### src/rtl/alu_fifo_pkg.sv
`default_nettype none
// ============================================================================
//  Module   : alu_fifo_pkg
//  Brief    : Shared defaults, status bundle and count-width helper for the
//             instruction/result FIFO pair.
//  Revision : 1.0 - initial release
// ============================================================================
package alu_fifo_pkg;

    localparam int c_def_inst_w     = 32;
    localparam int c_def_inst_depth = 8;
    localparam int c_def_res_w      = 32;
    localparam int c_def_res_depth  = 16;
    localparam int c_def_af_margin  = 2;

    typedef struct packed {
        logic wr_ack;
        logic wr_err;
        logic rd_ack;
        logic rd_err;
    } fifo_status_t;

    // One extra bit so a completely full FIFO (count == DEPTH) is representable.
    function automatic int count_w(input int depth);
        return $clog2(depth) + 1;
    endfunction

endpackage
`default_nettype wire

### src/rtl/fifo_core.sv
`default_nettype none
// ============================================================================
//  Module   : fifo_core
//  Brief    : Single-clock FIFO channel with registered read data, per-request
//             ack/err pulses, synchronous flush and count-decoded flags.
//  Revision : 1.0 - initial release
// ============================================================================
module fifo_core
    import alu_fifo_pkg::*;
#(
    parameter int W         = c_def_inst_w,
    parameter int DEPTH     = c_def_inst_depth,
    parameter int AF_MARGIN = c_def_af_margin
) (
    input  logic                      clk,
    input  logic                      reset_n,
    input  logic                      flush,
    input  logic                      wr_en,
    input  logic                      rd_en,
    input  logic [W-1:0]              din,
    output logic [W-1:0]              dout,
    output logic                      wr_ack,
    output logic                      wr_err,
    output logic                      rd_ack,
    output logic                      rd_err,
    output logic                      full,
    output logic                      empty,
    output logic                      almost_full,
    output logic [count_w(DEPTH)-1:0] count
);

    localparam int c_aw = $clog2(DEPTH);
    localparam int c_cw = count_w(DEPTH);
    localparam logic [c_cw-1:0] c_depth = c_cw'(DEPTH);

    logic [W-1:0]    r_mem [DEPTH];
    logic [c_aw-1:0] r_wr_ptr;
    logic [c_aw-1:0] r_rd_ptr;
    logic [c_cw-1:0] r_count;
    logic [W-1:0]    r_dout;
    fifo_status_t    r_status;

    logic            w_rd_ok;
    logic            w_wr_ok;
    logic [31:0]     w_free;

    // A full FIFO still takes a write when a read frees a slot on the same edge;
    // an empty FIFO never forwards write data straight to dout.
    assign w_rd_ok = rd_en && (r_count != '0);
    assign w_wr_ok = wr_en && ((r_count != c_depth) || rd_en);

    always_ff @(posedge clk or negedge reset_n) begin
        if (!reset_n) begin
            r_wr_ptr <= '0;
            r_rd_ptr <= '0;
            r_count  <= '0;
            r_dout   <= '0;
            r_status <= '0;
        end else if (flush) begin
            r_wr_ptr <= '0;
            r_rd_ptr <= '0;
            r_count  <= '0;
            r_status <= '0;
        end else begin
            r_status.wr_ack <= w_wr_ok;
            r_status.wr_err <= wr_en && !w_wr_ok;
            r_status.rd_ack <= w_rd_ok;
            r_status.rd_err <= rd_en && !w_rd_ok;
            if (w_wr_ok) begin
                r_wr_ptr <= r_wr_ptr + 1'b1;
            end
            if (w_rd_ok) begin
                r_rd_ptr <= r_rd_ptr + 1'b1;
                r_dout   <= r_mem[r_rd_ptr];
            end
            case ({w_wr_ok, w_rd_ok})
                2'b10:   r_count <= r_count + 1'b1;
                2'b01:   r_count <= r_count - 1'b1;
                default: r_count <= r_count;
            endcase
        end
    end

    always_ff @(posedge clk) begin
        if (w_wr_ok && !flush) begin
            r_mem[r_wr_ptr] <= din;
        end
    end

    assign w_free      = 32'(DEPTH) - 32'(r_count);
    assign full        = (r_count == c_depth);
    assign empty       = (r_count == '0);
    assign almost_full = (w_free <= 32'(AF_MARGIN));
    assign count       = r_count;
    assign dout        = r_dout;
    assign wr_ack      = r_status.wr_ack;
    assign wr_err      = r_status.wr_err;
    assign rd_ack      = r_status.rd_ack;
    assign rd_err      = r_status.rd_err;

endmodule
`default_nettype wire

### src/rtl/alu_fifo_param.sv
`default_nettype none
// ============================================================================
//  Module   : alu_fifo_param
//  Brief    : Independent instruction and result FIFO channels for the ALU.
//  Revision : 1.0 - initial release
// ============================================================================
module alu_fifo_param
    import alu_fifo_pkg::*;
#(
    parameter int INST_W     = c_def_inst_w,
    parameter int INST_DEPTH = c_def_inst_depth,
    parameter int RES_W      = c_def_res_w,
    parameter int RES_DEPTH  = c_def_res_depth,
    parameter int AF_MARGIN  = c_def_af_margin
) (
    input  logic                           clk,
    input  logic                           reset_n,
    input  logic                           flush_inst,
    input  logic                           flush_result,
    input  logic                           wr_en_inst,
    input  logic                           rd_en_inst,
    input  logic [INST_W-1:0]              inst_in,
    output logic [INST_W-1:0]              inst_out,
    input  logic                           wr_en_result,
    input  logic                           rd_en_result,
    input  logic [RES_W-1:0]               result_in,
    output logic [RES_W-1:0]               result_out,
    output logic                           wr_ack_inst,
    output logic                           wr_err_inst,
    output logic                           rd_ack_inst,
    output logic                           rd_err_inst,
    output logic                           wr_ack_result,
    output logic                           wr_err_result,
    output logic                           rd_ack_result,
    output logic                           rd_err_result,
    output logic                           full_inst,
    output logic                           empty_inst,
    output logic                           almost_full_inst,
    output logic                           full_result,
    output logic                           empty_result,
    output logic                           almost_full_result,
    output logic [count_w(INST_DEPTH)-1:0] inst_count,
    output logic [count_w(RES_DEPTH)-1:0]  result_count
);

    fifo_core #(
        .W         (INST_W),
        .DEPTH     (INST_DEPTH),
        .AF_MARGIN (AF_MARGIN)
    ) u_inst_fifo (
        .clk         (clk),
        .reset_n     (reset_n),
        .flush       (flush_inst),
        .wr_en       (wr_en_inst),
        .rd_en       (rd_en_inst),
        .din         (inst_in),
        .dout        (inst_out),
        .wr_ack      (wr_ack_inst),
        .wr_err      (wr_err_inst),
        .rd_ack      (rd_ack_inst),
        .rd_err      (rd_err_inst),
        .full        (full_inst),
        .empty       (empty_inst),
        .almost_full (almost_full_inst),
        .count       (inst_count)
    );

    fifo_core #(
        .W         (RES_W),
        .DEPTH     (RES_DEPTH),
        .AF_MARGIN (AF_MARGIN)
    ) u_result_fifo (
        .clk         (clk),
        .reset_n     (reset_n),
        .flush       (flush_result),
        .wr_en       (wr_en_result),
        .rd_en       (rd_en_result),
        .din         (result_in),
        .dout        (result_out),
        .wr_ack      (wr_ack_result),
        .wr_err      (wr_err_result),
        .rd_ack      (rd_ack_result),
        .rd_err      (rd_err_result),
        .full        (full_result),
        .empty       (empty_result),
        .almost_full (almost_full_result),
        .count       (result_count)
    );

endmodule
`default_nettype wire

### config.mk
export PLATFORM = sky130hd
export DESIGN_NAME = alu_fifo_param
export DESIGN_NICKNAME = d
export VERILOG_FILES = /design/src/rtl/alu_fifo_pkg.sv /design/src/rtl/fifo_core.sv /design/src/rtl/alu_fifo_param.sv
export SDC_FILE = /design/constraint.sdc
export NUM_CORES = 1
export LEC_CHECK = 0
export CAP_MARGIN = 20
export CORE_MARGIN = 2
export CORE_UTILIZATION = 34
export CTS_CLUSTER_SIZE = 20
export DETAILED_ROUTE_END_ITERATION = 8
export SLEW_MARGIN = 25
export SYNTH_ARGS = -nofsm -noshare
export SYNTH_HDL_FRONTEND = slang
export SYNTH_HIERARCHICAL = 1
export SYNTH_SLANG_ARGS = --single-unit
### constraint.sdc
create_clock -name clk -period 4.9 [get_ports clk]
set_clock_uncertainty 0.2 [all_clocks]
set_input_delay 0.49 -clock clk [delete_from_list [all_inputs] [get_ports clk]]
set_output_delay 0.49 -clock clk [all_outputs]
set_load 0.02 [all_outputs]
==> results_dict.tcl, run 1 <==
set metrics [dict create \
    status "finished, final reports clean" \
    die_area_mm2 0.100 \
    min_period_ps 3600 \
    ant_nets 0 \
    place_inst 2950 \
    pin_count 159 \
    fin_crit_sh 0.735 \
    cts_num_sinks 863 \
    die_y_um 317 \
    setup_viol 0 \
    num-fill-cells 8394 \
    required_ps 4210 \
    grt_pass1_wl_mm 109 \
    final.setup.tns_ps 0 \
    syn-instance-count 1557 \
    dp_hpwl_mm 44.2 \
    numCtsBuffers 92 \
    use_met1 0.196 \
    fin_nets 1858 \
    insertion_delay_ps 660 \
    final_max_slew_viol_count 0 \
    cp_max_fo 9 \
    htree_levels 3 \
    first_pass_iters 6 \
    drt-total-wl_mm 73.1 \
    maxSlewHeadroom 0.304 \
    hp-class "in -> async" \
    grt_pass1_vias 16600 \
    synth_seq_area_share 0.764 \
    power.total_w 0.0202 \
    vias_per_cell 5.06 \
    cts_buffer_depth 3 \
    yosysUniqueCellTypes 58 \
    cts_root_buffer "clkbuf_16" \
    netlist_area_mm2 0.0333 \
    coreArea_mm2 0.0969 \
    synth_edf_count 768 \
    start_util 0.344 \
    rsz0062_at_grt "false" \
    cp-start-kind "flip-flop" \
    drcViolationCount 0 \
    avgSynthCellArea_um2 21.4 \
    worst_slew_pin_slew_ps 1040 \
    grt_overflow_total 0 \
    drv_cap 0 \
    grt.total_usage 0.146 \
    cts_resized 0 \
    vdd_ir_drop_max_v 0.000294 \
    synth_fp_nets 1645 \
    cts_tree "yes" \
    drive_above_1_share 0.252 \
    endpoint_kind "primary output" \
    antenna_found_initial 11 \
    p_leak_nw 12.5 \
    synthArstFlopShare 0.110 \
    ys_ff_latch 863 \
    cts_hold_buf 1 \
    cts.reportedPaths.clkPinSlew_ps 60 \
    hold_viol_final 0 \
    grt_use_met2 0.237 \
    io_buffers 158 \
    core.rowCount 114 \
    grt_max_degree 52 \
    critical_path_arrival_ps 2910 \
    crit_type "reg -> out" \
    post_cts_buffers 0 \
    die_x_um 317 \
    synth_warnings 6 \
    routedWlPerCell_um 23.4 \
    areaGrowthSynthToFinish_pct 19.9 \
    fin_cells 3129 \
    power_density_mw_per_mm2 507 \
    grt.met3_usage 0.0356 \
    fmax_mhz 278 \
    grt_busiest_layer "met2" \
    gp_congestion 0.760 \
    ys.flop_type "edfxtp_1" \
    num_vias 15800 \
    drt_iter0_markers 1279 \
]
cell families after synthesis:
logic type | Yosys count | share of synthesized area
buf+inv | 102 | 0.0176
mux | 293 | 0.162
xor+xnor | 16 | 0.00421
simple gates | 143 | 0.0210
fa+ha+maj | 16 | 0.00602
flops | 863 | 0.764
compound gates | 124 | 0.0244
sequential cells by signal, indices dropped and copies added (netlist names), 3 cells and up:
signal	count
u_inst_fifo/dout	32
u_result_fifo/count	5
u_inst_fifo/r_mem	256
u_result_fifo/r_wr_ptr	4
u_inst_fifo/r_wr_ptr	3
u_result_fifo/r_mem	512
u_inst_fifo/count	4
u_inst_fifo/r_rd_ptr	3
u_result_fifo/r_rd_ptr	4
u_result_fifo/dout	32
layout by cell type (no fill, tap or decap), types with 4 or more instances in the layout:
| cell | n |
|---|---|
| dfrtp_4 | 4 |
| mux2i_1 | 69 |
| mux2_4 | 7 |
| xnor2_1 | 10 |
| mux4_2 | 192 |
| xor2_1 | 6 |
| clkdlybuf4s50_1 | 157 |
| ha_1 | 16 |
| clkinv_2 | 16 |
| mux2_2 | 24 |
| clkbuf_16 | 92 |
| dfrtp_1 | 89 |
| clkbuf_1 | 22 |
| o21ai_1 | 31 |
| clkinv_1 | 4 |
| inv_6 | 4 |
| nor2_1 | 54 |
| nand3_1 | 17 |
| clkbuf_8 | 14 |
| clkinvlp_4 | 6 |
| o21ai_0 | 4 |
| inv_1 | 14 |
| a22oi_2 | 10 |
| nor3b_1 | 4 |
| nor2b_1 | 4 |
| a22oi_1 | 21 |
| edfxtp_1 | 768 |
| o31ai_1 | 4 |
| buf_16 | 10 |
| nand2b_1 | 6 |
| a21oi_1 | 41 |
| nand2_1 | 12 |
| buf_4 | 33 |
| nor2_4 | 17 |
| bufinv_16 | 9 |
| nor3_2 | 5 |
worst max-delay path: stages, from the launching register on:
cell	delay, ps
dfrtp_1	480
inv_1	120
ha_1	220
nor3b_1	160
ha_1	280
o21ai_0	70
nor3_1	260
clkdlybuf4s50_1	660
path summary, 6_finish.rpt:
check	slack (ps)	cells after the start	startpoint	to
max	1300	7	u_result_fifo/count[1]	almost_full_result
min	80	2	reset_n	u_result_fifo/r_wr_ptr[2]
max reg2reg	1350	8	u_result_fifo/count[1]	u_result_fifo/r_mem[11][17]
min reg2reg	330	2	u_inst_fifo/dout[23]	u_inst_fifo/dout[23]
max in group asynchronous	3350	3	reset_n	u_inst_fifo/dout[12]
min in group clk	330	2	u_inst_fifo/dout[23]	u_inst_fifo/dout[23]
cells in the mapped netlist, drive strengths merged, types with 16 or more instances:
library cell    n  area (um^2)
clkbuf         31          116
dfrtp          95         2380
ha             16          200
a21oi          42          221
edfxtp        768        23100
nor2           71          272
o21ai          36          184
inv            16         60.1
mux4          192         4320
mux2           32          387
a22oi          31          283
mux2i          69          691
buf            54          403
nand3          17         85.1
through the flow:
stage               instance area [um^2]  hold slack, ps  worst slack, ps  utilization
finish                             39900            75.2             1300        0.412
global placement                   36400             202             1290        0.376
floorplan                          33300           -5.59              227            -
detailed placement                 36700             203             1150        0.379
global route                       39900            86.2             1140        0.412
CTS                                39900            42.1             1130        0.412
per-layer routing:
layer  part of all wire  vias up
li1                   -     6819
met1               0.43     8453
met2               0.49      437
met3              0.061      121
met4              0.023       14
met5             0.0013        -
layout make-up:
cell class              instances  area (um^2)  area share
clock inverters                46          584      0.0146
multi-input cells             592         7440       0.187
flip-flops and latches        863        25500       0.638
diodes                          3         7.51    0.000188
inverters                      17         65.1     0.00163
clock buffers                 128         2580      0.0646
repair buffers                204         2160      0.0543
well taps                    1276         1600      0.0400
power by group:
group | internal, W | total (W) | switching, W
sequential | 0.00843 | 0.00891 | 0.000473
combinational | 0.00209 | 0.00425 | 0.00216
clock | 0.00419 | 0.00706 | 0.00287
total | 0.0147 | 0.0202 | 0.00550
Power figures use the tool's default switching activity.
==> run 2, diff against run 1 <==
- clock period: 4.9 -> 3.6 ns (I/O delays scaled with it)
==> run 2 against run 1 <==
Against the previous run:
- sequential cell count unchanged
- largest power group unchanged
- worst setup slack worse by 1000 ps
- total power up 34%
- highest routed layer unchanged
- routed wire length fell by 2.5%
- count of clock-buffer cells in the layout decreased by 6
- combinational power up 36%
==> results_dict.tcl, run 2 (synthesis results as in run 1) <==
set metrics [dict create \
    cts_root_buffer "clkbuf_16" \
    pwr-share-clk 0.342 \
    grt_overflow_total 0 \
    die_y_um 317 \
    routedWlPerCell_um 22.8 \
    p_leak_nw 12.5 \
    top_register "u_result_fifo/r_mem" \
    fin_crit_sh 0.919 \
    required_ps 3040 \
    setup_viol 0 \
    die_area_mm2 0.100 \
    worstReg2RegStart "u_result_fifo/count[0]" \
    crit_path_start "u_inst_fifo/count[1]" \
    final_common_cell "edfxtp_1" \
    grt.total_usage 0.143 \
    critical_path_arrival_ps 2750 \
    min_period_ps 3310 \
    power_density_mw_per_mm2 676 \
    drcViolationCount 0 \
    reg2reg_to "u_result_fifo/count[4]" \
    fmax_mhz 302 \
    antenna_found_initial 8 \
    hp-class "in -> async" \
    cts_tree "yes" \
    first_pass_iters 5 \
    crit_type "reg -> out" \
    p_switching_w 0.00725 \
    fin_hold_ws_ps 63.1 \
    cts_buffer_depth 3 \
    largest_reg_flops 512 \
    placed_area_mm2 0.0370 \
    areaGrowthSynthToFinish_pct 20.4 \
    rsz0062_at_grt "false" \
    core.rowCount 114 \
    vias_per_cell 5.03 \
    drv_cap 0 \
    insertion_delay_ps 650 \
    dp_hpwl_mm 38.9 \
    final_max_slew_viol_count 0 \
    ant_nets 0 \
    dp_slack_ps 388 \
    register_area_mm2 0.0255 \
    largestRegisters "u_result_fifo/r_mem: 512 flops, u_inst_fifo/r_mem: 256 flops" \
    place_inst 2959 \
    drt-total-wl_mm 71.3 \
    vdd_ir_drop_max_v 0.000626 \
    fin_cells 3129 \
    numCtsBuffers 89 \
    fin_ws_ps 291 \
    num_vias 15700 \
    grt_pass1_wl_mm 107 \
    hold_viol_final 0 \
    maxSlewHeadroom 0.433 \
    coreArea_mm2 0.0969 \
    seqPwrFrac 0.444 \
    cp-start-kind "flip-flop" \
    htree_levels 3 \
    status "finished, final reports clean" \
    die_x_um 317 \
    reg2reg_setup_slack_ps 380 \
    pin_count 159 \
    fin_nets 1863 \
    pwr-share-comb 0.213 \
    gp_congestion 0.722 \
    io_buffers 158 \
    num-fill-cells 8376 \
    drive_above_1_share 0.249 \
    grt_pass1_vias 16900 \
    cts_resized 0 \
    switching_share 0.268 \
    cts.reportedPaths.clkPinSlew_ps 60 \
    cp_max_fo 9 \
    grt_max_degree 81 \
    drt_iter0_markers 1121 \
    r2r_cells 12 \
    cts_num_sinks 863 \
    fin_area_mm2 0.0401 \
    layout_common_cells "edfxtp_1, mux4_2, clkdlybuf4s50_1" \
    p_int_w 0.0198 \
    worst_slew_pin_slew_ps 851 \
    start_util 0.344 \
    endpoint_kind "primary output" \
    multiInputGateArea_mm2 0.00748 \
]
[run 2: cell types whose count changed in the layout (fill, tap and decap cells not counted), moves of 3 or more]
cell | before | now
nor3_2 | 5 | 0
nor3_4 | 0 | 5
clkbuf_8 | 14 | 9
buf_16 | 10 | 0
buf_12 | 3 | 34
buf_4 | 33 | 20
clkinv_2 | 16 | 13
clkinv_1 | 4 | 10
[run 2: metrics by stage]
stage / TNS (ps) / total power (W) / util
2_1_floorplan: -24530 / 0.0161 / -
3_3_place_gp: 0 / 0.0180 / 0.382
3_5_place_dp: 0 / 0.0181 / 0.382
4_1_cts: 0 / 0.0275 / 0.414
5_1_grt: 0 / 0.0283 / 0.414
6_report: 0 / 0.0271 / 0.414
[run 2: worst max path at each step]
stage,endpoint,slack [ps],cells after the start
final,empty_inst,290,5
after floorplan,u_result_fifo/r_mem[12][0],-240,8
after global routing,almost_full_result,100,7
after detailed placement,u_result_fifo/count[4],390,12
after global placement,u_result_fifo/count[4],410,12
after CTS,almost_full_result,240,7
[run 2: routing by layer]
layer / up-vias / global-route usage / wire length [um]
li1: 6824 / - / -
met1: 8430 / 0.176 / 28800
met2: 343 / 0.254 / 37100
met3: 128 / 0.0323 / 3760
met4: 14 / 0.0387 / 1590
met5: - / 0 / 100
[run 2: final cells by class]
cell class,count,area share
Sequential cell,863,0.636
Multi-Input combinational cell,592,0.187
Clock buffer,122,0.0615
Timing Repair Buffer,212,0.0602
Tap cell,1276,0.0399
Clock inverter,46,0.0144
Inverter,17,0.00162
Antenna cell,1,0.0000625
[run 2: repair_timing]
| item | CTS | global route |
|---|---|---|
| buffers inserted | 0 | 0 |
| hold buffers | 1 | 0 |
| endpoints found under the hold margin | 42 | 0 |
[run 2: power groups by stage]
stage	clock (W)	sequential (W)	combinational, W
finish	0.00927	0.0120	0.00578
global placement	0	0.0122	0.00578
global route	0.00989	0.0121	0.00626
detailed placement	0	0.0122	0.00587
CTS	0.00951	0.0120	0.00590
floorplan	0	0.0124	0.00362
[run 2: worst max-delay path, cell delays in order, from the launching register on]
cell             delay, ps
dfrtp_1                480
inv_1                  130
ha_1                   230
or3b_1                 520
clkinv_2               130
clkdlybuf4s50_1        600
==> run 3, diff against run 2 <==
- clock period: 3.6 -> 4.2 ns (I/O delays scaled with it)
==> run 3 against run 2 <==
Against the previous run:
- critical endpoint is now almost_full_result
- largest cell class unchanged
- critical path type unchanged
- total power fell by 14%
- sequential power fell by 13%
- utilization fell by 0.44 points
- via count fell by 0.14%
- global-route usage rose by 0.23 points
==> results_dict.tcl, run 3 (synthesis results as in run 1) <==
set metrics [dict create \
    hold_viol_final 0 \
    min_period_ps 3490 \
    top_register "u_result_fifo/r_mem" \
    required_ps 3580 \
    crit_type "reg -> out" \
    drt-total-wl_mm 72.6 \
    cts_resized 0 \
    slowest_delay_ps 640 \
    gp_congestion 0.764 \
    seqPwrFrac 0.449 \
    largestRegisters "u_result_fifo/r_mem: 512 flops, u_inst_fifo/r_mem: 256 flops" \
    pin_count 159 \
    grt_pass1_wl_mm 108 \
    grt_overflow_total 0 \
    grt_pass1_vias 16600 \
    post_cts_buffers 0 \
    drt_iter0_markers 984 \
    crit_chain "inv_1 > ha_1 > nor3b_1 > ha_1 > o21ai_0 > nor3_1 > clkdlybuf4s50_1" \
    fin_util 0.409 \
    num_vias 15700 \
    coreArea_mm2 0.0969 \
    drv_cap 0 \
    cts_root_buffer "clkbuf_16" \
    cts_buffer_depth 3 \
    first_pass_iters 5 \
    switching_share 0.269 \
    drive_above_1_share 0.244 \
    cp_max_fo 9 \
    final.setup.tns_ps 0 \
    die_x_um 317 \
    crit_path_frequent_cell "ha_1" \
    p_int_w 0.0170 \
    largest_reg_flops 512 \
    die_y_um 317 \
    register_area_mm2 0.0255 \
    fin_ws_ps 705 \
    grt_max_degree 66 \
    rsz0062_at_grt "false" \
    multiInputGateArea_mm2 0.00747 \
    cp-start-kind "flip-flop" \
    place_inst 2953 \
    critical_path_arrival_ps 2870 \
    antenna_found_initial 11 \
    insertion_delay_ps 650 \
    hp-class "in -> async" \
    p_leak_nw 12.4 \
    fin_nets 1858 \
    endpoint_kind "primary output" \
    power_density_mw_per_mm2 585 \
    die_area_mm2 0.100 \
    p_switching_w 0.00623 \
    areaGrowthSynthToFinish_pct 19.1 \
    vias_per_cell 5.03 \
    fin_crit_sh 0.832 \
    fmax_mhz 286 \
    num-fill-cells 8392 \
    final_max_slew_viol_count 0 \
    pwr-share-comb 0.211 \
    drcViolationCount 0 \
    htree_levels 3 \
    final_common_cell "edfxtp_1" \
    dp_hpwl_mm 41.3 \
    vdd_ir_drop_max_v 0.000437 \
    cp_num_buf_inv 2 \
    maxSlewHeadroom 0.321 \
    start_util 0.344 \
    cpMaxStageDelayCell "clkdlybuf4s50_1" \
    cts_num_sinks 863 \
    ant_nets 0 \
    core.rowCount 114 \
    fin_cells 3122 \
    worst_slew_pin_slew_ps 1020 \
    numCtsBuffers 90 \
    dp_slack_ps 793 \
    status "finished, final reports clean" \
    routedWlPerCell_um 23.2 \
    cts.reportedPaths.clkPinSlew_ps 60 \
    setup_viol 0 \
    cts_hold_buf 1 \
    cts_tree "yes" \
    path_delay_family "buffers and inverters" \
    layout_common_cells "edfxtp_1, mux4_2, clkdlybuf4s50_1" \
    io_buffers 158 \
    grt.total_usage 0.145 \
    pwr-share-clk 0.340 \
]
## run 3: final cells by class
cell class | count | area share
Tap cell | 1276 | 0.0403
Multi-Input combinational cell | 592 | 0.188
Clock inverter | 42 | 0.0121
Clock buffer | 123 | 0.0625
Timing Repair Buffer | 206 | 0.0525
Sequential cell | 863 | 0.642
Antenna cell | 3 | 0.000189
Inverter | 17 | 0.00164
## run 3: per-layer routing
layer | vias up | part of all wire | global-route usage
met4 | 18 | 0.020 | 0.0407
met5 | - | 0.0016 | 0
li1 | 6814 | - | -
met3 | 116 | 0.064 | 0.0376
met1 | 8345 | 0.41 | 0.186
met2 | 424 | 0.50 | 0.245
## run 3: final timing paths
check                           cells past startpoint  slack (ps)              startpoint                           to
worst min register to register                      2         330     u_inst_fifo/dout[6]          u_inst_fifo/dout[6]
max in group asynchronous                           3        2680                 reset_n    u_result_fifo/r_rd_ptr[2]
min in group clk                                    1         310             inst_in[23]     u_inst_fifo/r_mem[6][23]
worst max register to register                      8         810  u_result_fifo/count[1]  u_result_fifo/r_mem[15][14]
worst min-delay path                                2         160                 reset_n          u_inst_fifo/dout[0]
worst max-delay path                                7         710  u_result_fifo/count[1]           almost_full_result
## run 3: worst reg2reg max path, stage by stage, from the launching register on
cell and delay, ps:
dfrtp_1 490, inv_1 120, ha_1 240, nor3b_1 170, ha_1 240, nand2b_1 240, nand3_1 410, nor2_4 670
buf_12 280
## run 3: metrics by stage
step | total power [W] | hold slack, ps | instance area [um^2]
floorplan | 0.0138 | -75.6 | 33300
global route | 0.0242 | 206 | 39600
detailed placement | 0.0156 | 318 | 36700
global placement | 0.0155 | 310 | 36700
CTS | 0.0235 | 165 | 39600
finish | 0.0232 | 159 | 39600
## run 3: power by group through the flow
stage	Sequential, W	Clock [W]	Combinational, W
final	0.0104	0.00788	0.00490
after global placement	0.0106	0	0.00490
after detailed placement	0.0106	0	0.00497
after global routing	0.0105	0.00840	0.00530
after CTS	0.0104	0.00806	0.00499
after floorplan	0.0107	0	0.00310
